## config.mk

```make
export PLATFORM = sky130hd
export DESIGN_NAME = pv2long_mem_port_arbiter
export DESIGN_NICKNAME = d
export VERILOG_FILES = /design/src/rtl/pv2long_mem_port_arbiter.sv
export SDC_FILE = /design/constraint.sdc
export NUM_CORES = 1
export LEC_CHECK = 0
export ABC_AREA = 0
export BUFFER_PORTS_ARGS = -buffer_cell sky130_fd_sc_hd__buf_2
export CORE_AREA = 10 10 115 117
export CTS_CLUSTER_SIZE = 40
export DETAILED_ROUTE_END_ITERATION = 10
export DIE_AREA = 0 0 125 127
export PLACE_DENSITY = 0.59
export RECOVER_POWER = 100
export SETUP_SLACK_MARGIN = 0.05
export SLEW_MARGIN = 20
export SYNTH_ARGS = -nofsm -noshare
export SYNTH_HDL_FRONTEND = slang
export SYNTH_SLANG_ARGS = --single-unit
```

## constraint.sdc

```tcl
create_clock -name clk -period 2.3 [get_ports clk]
set_input_delay 0.115 -clock clk [delete_from_list [all_inputs] [get_ports clk]]
set_output_delay 0.115 -clock clk [all_outputs]
set_load 0.02 [all_outputs]
```

## src/rtl/pv2long_mem_port_arbiter.sv

```systemverilog
// Two-port round-robin arbiter sharing one in-order memory port between imem (port 0)
// and dmem (port 1); a source FIFO routes each in-order response back to its requester.
module pv2long_mem_port_arbiter #(
  parameter  int p_addr_sz    = 32,
  parameter  int p_data_sz    = 32,
  parameter  int p_max_outstd = 4,
  localparam int c_len_sz     = $clog2(p_data_sz/8),
  localparam int c_req_sz     = 1 + p_addr_sz + c_len_sz + p_data_sz,
  localparam int c_resp_sz    = 1 + c_len_sz + p_data_sz,
  localparam int c_ptr_sz     = $clog2(p_max_outstd),
  localparam int c_cnt_sz     = c_ptr_sz + 1
) (
  input  logic                 clk,
  input  logic                 reset,
  input  logic [c_req_sz-1:0]  req0_msg,
  input  logic                 req0_val,
  output logic                 req0_rdy,
  output logic [c_resp_sz-1:0] resp0_msg,
  output logic                 resp0_val,
  input  logic [c_req_sz-1:0]  req1_msg,
  input  logic                 req1_val,
  output logic                 req1_rdy,
  output logic [c_resp_sz-1:0] resp1_msg,
  output logic                 resp1_val,
  output logic [c_req_sz-1:0]  memreq_msg,
  output logic                 memreq_val,
  input  logic                 memreq_rdy,
  input  logic [c_resp_sz-1:0] memresp_msg,
  input  logic                 memresp_val,
  output logic [c_cnt_sz-1:0]  num_outstd,
  output logic                 err
);

  // state  | meaning
  // S_IDLE | grant chosen combinationally each cycle from val and prio
  // S_HOLD | memory stalled a request; grant locked to r_gnt_q until memreq_rdy
  typedef enum logic {S_IDLE, S_HOLD} state_t;

  state_t              r_state, w_nxt_state;
  logic                r_prio;
  logic                r_gnt_q, w_nxt_gnt_q;
  logic                r_fifo [p_max_outstd];
  logic [c_ptr_sz-1:0] r_wr_ptr, r_rd_ptr;
  logic [c_cnt_sz-1:0] r_cnt;
  logic                r_err;

  logic w_gnt, w_memreq_val, w_xfer, w_full, w_empty, w_pop, w_head;

  assign w_full  = (r_cnt == c_cnt_sz'(p_max_outstd));
  assign w_empty = (r_cnt == '0);
  assign w_head  = r_fifo[r_rd_ptr];
  assign w_pop   = memresp_val & !w_empty;
  assign w_xfer  = w_memreq_val & memreq_rdy;

  always_comb begin
    w_gnt        = r_prio;
    w_memreq_val = 1'b0;
    w_nxt_state  = r_state;
    w_nxt_gnt_q  = r_gnt_q;
    case (r_state)
      S_IDLE: begin
        if (req0_val && !req1_val)      w_gnt = 1'b0;
        else if (req1_val && !req0_val) w_gnt = 1'b1;
        else                            w_gnt = r_prio;
        w_memreq_val = (req0_val | req1_val) & !w_full;
        if (w_memreq_val && !memreq_rdy) begin
          w_nxt_state = S_HOLD;
          w_nxt_gnt_q = w_gnt;
        end
      end
      S_HOLD: begin
        w_gnt        = r_gnt_q;
        w_memreq_val = 1'b1;
        if (memreq_rdy) w_nxt_state = S_IDLE;
      end
      default: w_nxt_state = S_IDLE;
    endcase
  end

  // Handshake outputs are forced low while reset is held, even with inputs active.
  assign memreq_val = w_memreq_val & !reset;
  assign memreq_msg = w_gnt ? req1_msg : req0_msg;
  assign req0_rdy   = !reset & w_xfer & !w_gnt;
  assign req1_rdy   = !reset & w_xfer & w_gnt;
  assign resp0_val  = !reset & w_pop & !w_head;
  assign resp1_val  = !reset & w_pop & w_head;
  assign resp0_msg  = memresp_msg;
  assign resp1_msg  = memresp_msg;
  assign num_outstd = r_cnt;
  assign err        = r_err;

  always_ff @(posedge clk or posedge reset) begin
    if (reset) begin
      r_state  <= S_IDLE;
      r_prio   <= 1'b0;
      r_gnt_q  <= 1'b0;
      r_wr_ptr <= '0;
      r_rd_ptr <= '0;
      r_cnt    <= '0;
      r_err    <= 1'b0;
      for (int i = 0; i < p_max_outstd; i++) r_fifo[i] <= 1'b0;
    end else begin
      r_state <= w_nxt_state;
      r_gnt_q <= w_nxt_gnt_q;
      if (w_xfer) begin
        r_fifo[r_wr_ptr] <= w_gnt;
        r_wr_ptr         <= r_wr_ptr + 1'b1;
        r_prio           <= ~w_gnt;
      end
      if (w_pop) r_rd_ptr <= r_rd_ptr + 1'b1;
      case ({w_xfer, w_pop})
        2'b10:   r_cnt <= r_cnt + 1'b1;
        2'b01:   r_cnt <= r_cnt - 1'b1;
        default: r_cnt <= r_cnt;
      endcase
      if (memresp_val && w_empty) r_err <= 1'b1;
    end
  end

endmodule
```

==> summary.txt <==
Status
  • Status: finished, final reports clean

Pwr
  • Leak Pwr: around 0.0014 uW
  • Internal cell power: ~1500 uW
  • Gate power share: 70.6%
  • Power Density: 1020 mW/mm^2
  • Sequential share of power: 17.9%
  • Max VDD drop: between 400 and 500 uV
  • Clock power frac: between 10% and 20%
  • Psw: about 1400 uW
  • Net Sw Frac: about half

Detailed routing
  • Vias/cell: about 4.1
  • Routed WL: 9670 um
  • DRT Pass-1 Iters: 4
  • Routed wire per std cell: 19.0 um
  • 1st-iter DRT viols: between 40 and 50
  • Vias: about 2100
  • M1 WL: between 3000 and 4000 um
  • Top layer reached by signal wires: met4
  • DR WL met3: approximately 1300 um
  • WL met2: approximately 4800 um
  • Post-detailed-route DRC marker count: 0
  • Final ANT Viol Nets: 0

GRT
  • Grt total ovfl: 0
  • GRT Overall Usage: between 10% and 20%
  • Largest net degree at the start of global routing: 46
  • Vias in the first global route: about 2300
  • Initial antenna violation count: 3
  • First-pass GRT wire length: between 10000 and 15000 um

Logic synthesis
  • Synth Instances: between 200 and 250
  • Yosys top cell area share: between 30% and 40%
  • Synth top area cells: mux2_2 (37%), buf_4 (26%), dfrtp_1 (17%)
  • Async S/R FF share, synth: 100%
  • Area leader, netlist: mux2_2
  • Most common library cells after synthesis: buf_4 (75), mux2_2 (71), dfrtp_1 (15), nor3_1 (9), inv_1 (8)
  • #FFs+latches synth: 15
  • Library cells used by synthesis: 26
  • Most used DFF post-synth: dfrtp_1
  • Post-Syn Area per Cell: between 9 and 10 sq um
  • Syn_nets: 400
  • Seq/Total Area, Yosys: 17.3%
  • Synth warnings: 0
  • Count leader, synth: buf_4
  • Netlist Area Pre-Place: roughly 0.0022 sq mm
  • Post-synth EDFFs: 0

Timing
  • Period Utilization, post-route: slightly above 90%
  • Final setup fails: 0
  • RSZ-0062 raised after global routing: false
  • Clk_skew: about 0.0057 ns
  • Setup tns final: 0 ns
  • Maximum clock frequency: roughly 0.47 GHz
  • Tmin final: 2.14 ns
  • Min Hold Slack: a little under 0.1 ns
  • Relative slew slack: about two fifths
  • Measured slew at the worst slew-check pin: 0.890 ns
  • Max Slew Vio Count: 0
  • Fin. Hold Viols: 0
  • Final worst slack: about 0.16 ns

Floorplanning
  • FP Rows: 39
  • Die width: ~130 um
  • I/O pins: between 300 and 400
  • Initial core utilization: between 15 and 20%
  • Core area: about 0.011 sq mm
  • Die ar.: about 0.016 sq mm
  • Die H: around 130 um

Worst setup path
  • CP Capture Type: output pin
  • Startpoint Class: register
  • FF-to-FF Start: r_state
  • Arrival @ worst endpoint: 2.03 ns
  • Crit path max fanout: 29
  • CP Data Required Time: 2.18 ns
  • CP Class: register to output pin
  • Crit path from: r_state

Clock tree
  • CTS clk-pin slew, worst paths: ~0.050 ns
  • Post-CTS Resized: 0
  • Sink Count: 15
  • Worst-skew pair later-pin latency: approximately 0.25 ns
  • H-tree levels: 1
  • CTS tree: done
  • CTS Buf Count: 3
  • Root Driver: clkbuf_16
  • Post-CTS Setup Bufs: 0
  • CTS Buffer Depth: 2

Finish
  • Layout cells sized above 1: approximately two thirds
  • Fillers: 1224
  • Ant. Diodes: 0
  • Syn-to-layout area delta: 34.3%
  • Final nets: ~550

Placement
  • Post-place setup slack: about 0.23 ns
  • IO buf count: roughly 220
  • Routability Congestion: 0.850
  • Post-detail-place hpwl: ~8700 um

Worst hold path
  • Worst min-delay path category: input port to register
  • Hold Crit Start: memresp_val

Flow run
  • Maxcap violations: 0
==> per-layer routing <==
layer  up-vias  track usage, %
met5         -               0
met4         0            1.56
met3         5            5.67
met2       186            19.3
met1       920            11.7
li1        971               -
==> power groups by stage <==
| stage | Sequential, uW | Clock [uW] | Combinational [uW] |
|---|---|---|---|
| final | 531 | 344 | 2100 |
| after global placement | 528 | 0 | 2190 |
| after CTS | 533 | 352 | 2240 |
| after floorplan | 549 | 0 | 1690 |
| after global routing | 557 | 360 | 2270 |
| after detailed placement | 534 | 0 | 2230 |
==> final cells by class <==
type | instances | area, sq um | area share (%)
clock inverter | 1 | 5.00 | 0.172
tap | 143 | 179 | 6.14
clock buffer | 3 | 75.1 | 2.58
multi-input combinational | 117 | 1190 | 40.7
sequential | 15 | 375 | 12.9
inverter | 8 | 30.0 | 1.03
timing repair buffer | 222 | 1060 | 36.5
==> worst max-delay path, stage by stage (launching register included) <==
cell,delay [ns]
dfrtp_1,0.47
o31ai_4,0.33
buf_4,0.39
mux2_1,0.40
buf_2,0.17
==> cell families after synthesis <==
group | Yosys count | share of synthesized area (%)
buf+inv | 87 | 28.2
mux | 75 | 39.5
simple gates | 25 | 6.92
flops | 15 | 17.3
xor+xnor | 6 | 2.42
fa+ha+maj | 6 | 3.80
compound gates | 5 | 1.84
==> through the flow <==
stage                     instances  utilization, %  total power, uW  area (sq um)
after floorplan                 219               -             2240          2170
after global placement          504            26.2             2720          2910
after detailed placement        504            26.2             2760          2910
after CTS                       509            27.0             3120          3000
after global routing            509            26.2             3180          2920
final                           509            26.2             2970          2920
==> what timing repair did <==
| item | 4_1_cts | 5_1_grt |
|---|---|---|
| hold buffers | 1 | 0 |
| setup endpoints to repair | 0 | 0 |
| hold endpoints to repair | 15 | 0 |
==> flip-flops by register name (all words and copies together) (netlist names) <==
signal	cells
err	1
r_gnt_q	1
r_state	1
r_wr_ptr	2
r_rd_ptr	2
r_fifo	4
num_outstd	3
r_prio	1
==> cell usage in the layout, fill, tap and decap left out, types with 5 or more instances in the layout <==
cell,n
dfrtp_1,15
mux2_1,7
inv_1,8
nor3_1,9
mux2_2,65
buf_2,148
ha_1,5
clkbuf_1,58
clkbuf_2,12
nand2_1,6
==> final timing paths <==
check | slack [ns] | endpoint | cells past startpoint
worst max-delay path | 0.16 | memreq_msg[16] | 4
worst min-delay path | 0.1 | err | 2
worst max register to register | 0.25 | num_outstd[2] | 8
worst min register to register | 0.47 | err | 1
max in group asynchronous | 0.99 | num_outstd[2] | 4
min in group asynchronous | 0.76 | r_state | 4
Power figures use the tool's default switching activity.
